File: src/rtl/car_lights_pkg.sv
// ============================================================================
// Module      : car_lights_pkg
// Description : Shared state enum, lamp-vector type and lamp patterns for the
//               tail-light sequencer. Optional macro: HAZARD_EN adds HAZ.
// Revision    : 1.0 - initial release
// ============================================================================
`default_nettype none

package car_lights_pkg;

   typedef enum logic [2:0] {
      IDLE = 3'd0,
      L1   = 3'd1,
      L2   = 3'd2,
      L3   = 3'd3,
      R1   = 3'd4,
      R2   = 3'd5,
      R3   = 3'd6
`ifdef HAZARD_EN
      ,
      HAZ  = 3'd7
`endif
   } state_t;

   // Lamp vector bit order is {la,lb,lc,ra,rb,rc}
   typedef logic [5:0] lamps_t;

   localparam lamps_t LAMPS_OFF = 6'b000000;
   localparam lamps_t L1_PAT    = 6'b100000;
   localparam lamps_t L2_PAT    = 6'b110000;
   localparam lamps_t L3_PAT    = 6'b111000;
   localparam lamps_t R1_PAT    = 6'b000100;
   localparam lamps_t R2_PAT    = 6'b000110;
   localparam lamps_t R3_PAT    = 6'b000111;
   localparam lamps_t HAZ_PAT   = 6'b111111;

endpackage

`default_nettype wire

File: src/rtl/tail_lamp_decode.sv
// ============================================================================
// Module      : tail_lamp_decode
// Description : Combinational decode of sequencer state to the 6-bit lamp
//               vector. Optional macro: HAZARD_EN decodes HAZ.
// Revision    : 1.0 - initial release
// ============================================================================
`default_nettype none

module tail_lamp_decode
   import car_lights_pkg::*;
(
   input  logic [2:0] state,
   output logic [5:0] lamps
);

   always_comb begin
      lamps = LAMPS_OFF;
      case (state)
         IDLE:    lamps = LAMPS_OFF;
         L1:      lamps = L1_PAT;
         L2:      lamps = L2_PAT;
         L3:      lamps = L3_PAT;
         R1:      lamps = R1_PAT;
         R2:      lamps = R2_PAT;
         R3:      lamps = R3_PAT;
`ifdef HAZARD_EN
         HAZ:     lamps = HAZ_PAT;
`endif
         default: lamps = LAMPS_OFF;
      endcase
   end

endmodule

`default_nettype wire

File: src/rtl/car_tail_lights_sequencer.sv
// ============================================================================
// Module      : car_tail_lights_sequencer
// Description : Moore FSM sequencing three tail lamps per side on a turn
//               request. Optional macro: HAZARD_EN (both requests -> hazard).
// Revision    : 1.0 - initial release
// ============================================================================
`default_nettype none

module car_tail_lights_sequencer
   import car_lights_pkg::*;
(
   input  logic clk,
   input  logic reset,
   input  logic left,
   input  logic right,
   output logic la,
   output logic lb,
   output logic lc,
   output logic ra,
   output logic rb,
   output logic rc
);

   state_t       r_state;
   logic [5:0]   w_lamps;

   // Requests are only looked at in IDLE; a started sequence always runs out
   always_ff @(posedge clk) begin
      if (reset) begin
         r_state <= IDLE;
      end else begin
         case (r_state)
            IDLE: begin
               if (left && !right)
                  r_state <= L1;
               else if (right && !left)
                  r_state <= R1;
`ifdef HAZARD_EN
               else if (left && right)
                  r_state <= HAZ;
`endif
               else
                  r_state <= IDLE;
            end
            L1:      r_state <= L2;
            L2:      r_state <= L3;
            L3:      r_state <= IDLE;
            R1:      r_state <= R2;
            R2:      r_state <= R3;
            R3:      r_state <= IDLE;
`ifdef HAZARD_EN
            HAZ:     r_state <= IDLE;
`endif
            default: r_state <= IDLE;
         endcase
      end
   end

   tail_lamp_decode u_decode (
      .state (r_state),
      .lamps (w_lamps)
   );

   assign {la, lb, lc, ra, rb, rc} = w_lamps;

endmodule

`default_nettype wire

File: config.mk
export PLATFORM = sky130hd
export DESIGN_NAME = car_tail_lights_sequencer
export DESIGN_NICKNAME = d
export VERILOG_FILES = /design/src/rtl/car_lights_pkg.sv /design/src/rtl/tail_lamp_decode.sv /design/src/rtl/car_tail_lights_sequencer.sv
export SDC_FILE = /design/constraint.sdc
export NUM_CORES = 1
export LEC_CHECK = 0
export CAP_MARGIN = 15
export CORE_AREA = 2 2 39 41
export DETAILED_ROUTE_END_ITERATION = 8
export DIE_AREA = 0 0 41 43
export GPL_ROUTABILITY_DRIVEN = 0
export SLEW_MARGIN = 15
export SYNTH_ARGS = -nofsm -noshare
export SYNTH_HDL_FRONTEND = slang
export SYNTH_SLANG_ARGS = --single-unit
File: constraint.sdc
create_clock -name clk -period 1 [get_ports clk]
set_input_delay 0.2 -clock clk [delete_from_list [all_inputs] [get_ports clk]]
set_output_delay 0.2 -clock clk [all_outputs]
set_load 0.01 [all_outputs]
======== Word level (Yosys, flattened, before mapping) ========
Index checks and enable logic that the tools add are counted.
cells by class
  add/subtract/negate cells ............... 0
  multipliers ............................. 0
  div/mod/pow operators ................... 0
  $lt $le $gt $ge ......................... 0
  equality and inequality tests ........... 6
  shifts and indexed selects .............. 0
  muxes and demuxes ....................... 4
  bitwise logic cells ..................... 0
  reduce and logical (&&, ||, !) cells .... 5
operators by type and width
  cell                  count
  $pmux W6 S6           1
  $pmux W3 S5           1
  $eq A3 B3 Y1 const B  3
  $eq A3 B2 Y1 const B  2
  $mux W3               2
  $eq A3 B1 Y1 const B  1
  $logic_not A3 Y1      1
  $logic_and A1 B1 Y1   2
  $logic_not A1 Y1      2
word-level totals
  register bits after elaboration ......... 3
  bits in latches ......................... 0
  RAM bits ................................ 0
  memory bits (read-only) ................. 0
  input port bits ......................... 4
  output and inout port bits .............. 6
  memories ................................ 0

======== Depth between registers and ports, before layout ========
Gate-level depths: netlist (run 1).
  depth in word-level cells ............... 5
  depth in mapped cells ................... 3

======== Cells and area by module ========
Synthesis (run 1) repeated with hierarchy kept, for this count alone.
unflattened totals
  cells, all modules ...................... 21
  area total of the unflattened synthesis .. 193.9 um^2
modules (own cells, without submodules)
  module                     times used  cells each  area each (um^2)
  car_tail_lights_sequencer  1           13          133.9
  tail_lamp_decode           1           8           60.1

======== Worst setup path before layout (run 1) ========
OpenSTA, ideal clock, no wires.
  kind .................................... register to output
  from .................................... register r_state[1]
  to ...................................... output rb
  arrival time ............................ 0.861 ns
  data required time ...................... 0.800 ns
  slack ................................... -0.061 ns
  cell stages (with the launch flop) ...... 4
  buffers on the path ..................... 1
  path through ............................ dfxtp_1 -> buf_4 -> or2b_1 -> a21boi_1
on the way
  word-level cells in the longest chain between the ends .. 2
  elaborated cells between the ends (all ways) .. 7
  those cells by class .................... eq/ne: 6; mux: 1
RTL lines
  item                                  line                             source
  start, declared                       car_tail_lights_sequencer.sv:24  state_t r_state;
  start signal, assigned                car_tail_lights_sequencer.sv:30  r_state <= IDLE;
  start signal, assigned                car_tail_lights_sequencer.sv:35  r_state <= L1;
  start signal, assigned                car_tail_lights_sequencer.sv:37  r_state <= R1;
  $eq A3 B3 Y1 (tied with other cells)  tail_lamp_decode.sv:18           case (state)
  $pmux W6 S6 *                         tail_lamp_decode.sv:18
  end, declared                         car_tail_lights_sequencer.sv:20  output logic rb,
Every way passes the cells marked *; elsewhere a longest branch is shown, timed or not.

======== Worst setup path after layout (run 1) ========
Ends and elaborated chain as after synthesis.

==> results of run 1 <==
==> worst paths after layout <==
check,cells past startpoint,endpoint,slack [ns],from
worst min-delay path,2,r_state[1]$_SDFF_PP0_,0.58,reset
worst max-delay path,3,rb,-0.26,r_state[1]$_SDFF_PP0_
worst max register to register,3,r_state[1]$_SDFF_PP0_,-0.03,r_state[0]$_SDFF_PP0_
worst min register to register,2,r_state[2]$_SDFF_PP0_,0.62,r_state[2]$_SDFF_PP0_
==> per-layer routing <==
layer  GRT usage (%)  vias up  part of all wire [%]
met3            8.38        0                    11
met2            7.19        9                    45
met1            7.99       95                    44
li1                -      111                     -
met5               0        -                     0
met4            4.00        0                     0
==> power breakdown <==
part,internal [mW],switching [mW],leakage (nW),total (mW)
Combinational,0.0900,0.0591,0.112,0.149
Clock,0.150,0.0642,0.0150,0.214
Sequential,0.135,0.0157,0.0261,0.151
==> synthesized netlist by cell type, drive strengths merged <==
| library cell | n | area (sq um) |
|---|---|---|
| o21a | 1 | 7.51 |
| a21boi | 2 | 15.0 |
| or3b | 1 | 8.76 |
| nand2b | 1 | 6.26 |
| a21oi | 1 | 5.00 |
| buf | 2 | 18.8 |
| a211oi | 1 | 7.51 |
| or2b | 1 | 7.51 |
| nand2 | 1 | 3.75 |
| dfxtp | 3 | 60.1 |
| o31a | 1 | 8.76 |
| and2 | 1 | 6.26 |
| nor3b | 1 | 7.51 |
| nor2b | 2 | 12.5 |
| nor2 | 4 | 15.0 |
==> timing repair <==
action                                  4_1_cts  5_1_grt
endpoints found under the setup margin        7        7
resized for setup                            29        2
pin swaps                                     3        0
gates cloned                                  0        0
==> cell type report <==
type,instances,area (sq um)
fillers,154,1030
multi-input cells,18,124
repair buffers,15,115
flip-flops and latches,3,66.3
clock buffers,4,26.3
well taps,16,20.0
==> cells by family (layout without fill, tap and decap cells) <==
logic type | count (synthesis) | count (layout)
buffers and inverters | 2 | 19
and+or+nand+nor | 12 | 12
AOI/OAI and AO/OA | 6 | 6
DFF | 3 | 3
==> critical path, stage by stage (launching register included) <==
cell and delay, ns:
dfxtp_2 0.35, or2b_1 0.24, a21boi_2 0.10, buf_2 0.13
==> layout by cell type (no fill, tap or decap) <==
master	instances
dfxtp_2	2
nand2b_1	1
buf_4	5
nor3b_1	1
clkdlybuf4s15_2	1
buf_6	1
o21a_1	1
a211oi_1	1
clkdlybuf4s50_1	3
nand2_1	1
nor2_1	3
dfxtp_4	1
nor2b_1	1
a21oi_1	1
or2b_1	1
and2_1	1
buf_2	5
clkbuf_1	1
clkbuf_4	3
or3b_1	1
nor2b_2	1
o31a_1	1
a21boi_2	2
nor2_2	1
==> metrics.md, run 1 <==
| Metric | Value |
|---|---|
| Status | finished with violations |
| Failing checks | setup timing |
| # diodes | 0 |
| Vias | 215 |
| Pwr per Cell Area | 1460 nW/um^2 |
| RSZ-0062 raised after global routing | true |
| Max cap viols | 0 |
| H-tree depth | 1 |
| Total wire length | 457 microns |
| Clock Root Buffer | clkbuf_4 |
| Worst endpoint required time | roughly 0.80 ns |
| I/O Pins | 10 |
| DP Worst Slack | -0.481 ns |
| Max reg flops | 3 |
| Core ar. | 1380 sq um |
| Initial antenna violation count | 0 |
| Area Growth Syn to Fin | 84.9% |
| GRT overflow | 0 |
| Clk slew on worst S/H paths | 0.04 ns |
| Wire per inst | 8.16 microns |
| Synth Instances | 23 |
| CTS sink cnt | 3 |
| Clk buf depth | 2 |
| WHS | 0.575 ns |
| Adder-cell share of the synthesized area | 0% |
| DIE HEIGHT | 43 microns |
| Top Registers | r_state: 3 flops |
| Die width | 41 microns |
| Final ANT Viol Nets | 0 |
| Cell Area, Synth | 190 sq um |
| Clock Latency Late Sink | 0.23 ns |
| Fin area | roughly 350 sq um |
| Finished Core Util | 25.4% |
| First-pass GRT wire length | roughly 750 microns |
| Xor and xnor area share after synthesis | 0% |
| Max Fclk | 796 MHz |
| Top reg by flops | r_state |
| Worst min path class | in -> reg |
| Final setup fails | 7 |
| Final cell count without fillers | 56 |
| CTS tree | done |
| Die area | between 1500 and 2000 sq um |
| # DRC | 0 |
| Setup CP Type | reg -> out |
| Share of cells above drive strength 1 | 55.0% |
| Synth Net Count | 27 |
| Critical Path AT | about 1.1 ns |
| Final Skew | ~0.0015 ns |
| Nets | 45 |
| Mux contribution to synthesized area | 0% |
| Leakage | ~0.15 nW |
| Starting Density | 13.7% |
| Mean number of vias per cell | 3.84 |
| Gr usage total | 7.01% |
| Vias in the first global route | 183 |
| CP Max Fanout | 5 |
| Final Hold Fails | 0 |
| Mean Syn Cell Area | 8.27 sq um |
| Placed Cells | 52 |
| Post-CTS Setup Inserts | 0 |
| Synth Area in Simple Gates | between 30% and 40% |
| Slew HR | approximately 87% |
| Port Buffers | 9 |
| VDD IR max | 0.485 mV |
| Ys Warns | 0 |
| Slew Viols, Final | 0 |
| Period utilization | 126% |
| Power Total | 514 uW |
| Hold Buf Count CTS | 0 |
| Rows | 14 |
| 1st-iter DRT viols | 3 |
| Synth cell types | 17 |
| Setup crit start kind | flip-flop |
| Fin Setup TNS | -1.09 ns |
| Main combinational cell family by area after synthesis | simple AND/OR/NAND/NOR gates |
| Final Critical Period | 1.26 ns |
| Cts bufs inserted | 3 |
| First-pass iteration count of the detailed router | 2 |
| Post-synthesis compound-gate area fraction | 23.0% |
| Sequential share of the synthesized area | a little under a third |
| Setup WS post-layout | -0.256 ns |
| Post-DP Area | 333 sq um |
| Endpoint class of the critical path | primary output |
| Largest net degree at the start of global routing | 7 |
| Hpwl dp | 355 microns |
| Least-Margin Pin Slew | 0.191 ns |
| Flip-flop and latch count after synthesis | 3 |
(Power assumes the default switching activity.)
==> inputs of run 2 (changes only) <==
--- a/config.mk
+++ b/config.mk
@@ -12,2 +12,3 @@
 export GPL_ROUTABILITY_DRIVEN = 0
+export GPL_TIMING_DRIVEN = 1
 export SLEW_MARGIN = 15
--- a/constraint.sdc
+++ b/constraint.sdc
@@ -3,2 +3,2 @@
 set_output_delay 0.2 -clock clk [all_outputs]
-set_load 0.01 [all_outputs]
+set_load 0.005 [all_outputs]
==> run 2 against run 1 <==
The run still ends with setup timing left. Hold slack gained 0.048 ns. Largest cell class is now non-clock buffers. Routed wire length grew 12%. Final cell count grew 5.4%. Sequential cell count is the same. Sequential share of layout area shrank 1.7 points. Combinational power grew 22%. Non-clock buffer count grew 3. Critical path type unchanged. Critical path depth is the same. Via count grew 12%. Utilization grew 3.6 points.
==> metrics.md, run 2 (same netlist as run 1, synthesis figures left out) <==
| Metric | Value |
|---|---|
| Slew Viols, Final | 0 (unchanged) |
| Clk slew on worst S/H paths | 0.04 ns (about the same) |
| Cts bufs inserted | 3 (unchanged) |
| Placed Cells | 51 (-1.9%) |
| Least-Margin Pin Slew | 0.168 ns (-0.0225 ns) |
| Final cell count without fillers | 59 (+5.4%) |
| Clk buf depth | 2 (unchanged) |
| Cell chain of the critical path | or2b_1 -> a21boi_1 -> buf_2 |
| Rows | 14 (unchanged) |
| WHS | 0.623 ns (+0.0479 ns) |
| Period utilization | 122% (-3.5 points) |
| H-tree depth | 1 (unchanged) |
| DIE HEIGHT | 43 microns (unchanged) |
| Final ANT Viol Nets | 0 (unchanged) |
| Max reg flops | 3 (unchanged) |
| 1st-iter DRT viols | 1 (-2) |
| Starting Density | 13.7% (unchanged) |
| Setup WS post-layout | -0.221 ns (+0.0350 ns) |
| Final setup fails | 7 (unchanged) |
| CP Max Fanout | 4 (-1) |
| Status | finished with violations |
| Setup CP Type | reg -> out |
| CP peak stage delay | 0.34 ns (about the same) |
| First-pass GRT wire length | 779 microns (+3.6%) |
| Vias in the first global route | 195 (+6.6%) |
| Post-DP Area | 319 sq um (-4.1%) |
| # diodes | 0 (unchanged) |
| Setup crit start kind | flip-flop |
| Slew HR | 88.8% (+1.6 points) |
| Hpwl dp | 335 microns (-5.7%) |
| Top reg by flops | r_state |
| Max Fclk | 819 MHz (+2.9%) |
| Port Buffers | 9 (unchanged) |
| Critical Path AT | 1.02 ns (-0.04 ns) |
| Finished Core Util | 29.0% (+3.6 points) |
| Leakage | 0.177 nW (+15%) |
| Worst min path class | reg -> reg |
| VDD IR max | 0.478 mV (-1.3%) |
| DP Worst Slack | -0.406 ns (+0.0755 ns) |
| Largest net degree at the start of global routing | 9 (+2) |
| CTS tree | done |
| Share of cells above drive strength 1 | 58.1% (+3.1 points) |
| Clock Latency Late Sink | 0.23 ns (about the same) |
| Mean number of vias per cell | 4.08 (+6.4%) |
| Worst endpoint required time | 0.80 ns (about the same) |
| Top Registers | r_state: 3 flops |
| Final Critical Period | 1.22 ns (-0.0350 ns) |
| Nets | 48 (+6.7%) |
| Worst R2R Path Depth | 3 (unchanged) |
| Hold Buf Count CTS | 0 (unchanged) |
| Hold Path Stages | 3 (+1) |
| Final Skew | 0.00285 ns (+0.00139 ns) |
| Failing checks | setup timing |
| Final Hold Fails | 0 (unchanged) |
| Power Total | 546 uW (+6.2%) |
| Wire per inst | 8.71 microns (+6.8%) |
| Vias | 241 (+12%) |
| Total wire length | 514 microns (+12%) |
| Area Growth Syn to Fin | 111% |
| Endpoint class of the critical path | primary output |
| Most frequent cells in the layout | buf_6, buf_2 |
| Gr usage total | 8.03% (+1.0 points) |
| RSZ-0062 raised after global routing | true |
| Max cap viols | 0 (unchanged) |
| Fin area | 402 sq um (+14%) |
| Die width | 41 microns (unchanged) |
| Pwr per Cell Area | 1360 nW/um^2 (-7.1%) |
| Die area | 1760 sq um (unchanged) |
| First-pass iteration count of the detailed router | 2 (unchanged) |
| I/O Pins | 10 (unchanged) |
| Fin Setup TNS | -0.953 ns (+0.137 ns) |
| CTS sink cnt | 3 (unchanged) |
| Clock Root Buffer | clkbuf_4 |
| Most common cell after layout, fill and taps aside | buf_6 |
| Initial antenna violation count | 0 (unchanged) |
| Number of fill cells | 145 (-5.8%) |
| Core ar. | 1380 sq um (unchanged) |
| Critical-path cell with the highest stage delay | dfxtp_2 |
| # DRC | 0 (unchanged) |
| GRT overflow | 0 (unchanged) |
==> run 2: power by group <==
group	total [mW]	switching [mW]	internal (mW)
Clock	0.215	0.0648	0.150
Sequential	0.149	0.0143	0.135
Combinational	0.182	0.0631	0.119
==> run 2: layout make-up <==
cell class	count	area, sq um	area share [%]
timing repair buffer	18	156	38.9
tap	16	20.0	4.98
sequential	3	68.8	17.1
multi-input combinational	18	130	32.4
clock buffer	4	26.3	6.54
==> run 2: path summary, 6_finish.rpt <==
path | to | from | slack [ns]
max | rb | r_state[1]$_SDFF_PP0_ | -0.22
min | r_state[1]$_SDFF_PP0_ | r_state[0]$_SDFF_PP0_ | 0.62
max reg2reg | r_state[1]$_SDFF_PP0_ | r_state[0]$_SDFF_PP0_ | -0.02
min reg2reg | r_state[1]$_SDFF_PP0_ | r_state[0]$_SDFF_PP0_ | 0.62
==> run 2: worst max-delay path: cells and delay by family (launching register included) <==
kind	cells	cell delay (ns)
buffers and inverters	1	0.12
flip-flops	1	0.34
AO/OA/AOI/OAI	1	0.10
AND/OR/NAND/NOR	1	0.22
==> run 2: what timing repair did <==
item                       4_1_cts  5_1_grt
setup endpoints to repair        7        9
setup buffers                    3        2
pin swaps                        5        3
gates resized for setup         36        7
hold endpoints to repair         0        0
==> run 2: layer usage <==
| layer | part of all wire (%) | global-route usage (%) | up-vias |
|---|---|---|---|
| li1 | - | - | 118 |
| met1 | 40 | 7.07 | 113 |
| met2 | 48 | 8.75 | 8 |
| met3 | 8.9 | 7.85 | 2 |
| met4 | 3.3 | 10.0 | 0 |
| met5 | 0 | 0 | - |
==> inputs of run 3 (changes only) <==
ABC_AREA = 0   (was default)
CAP_MARGIN = default   (was 15)
GPL_TIMING_DRIVEN = default   (was 1)
==> results of run 3 <==
The final DEF is identical to that of run 2; final timing and power are the same.
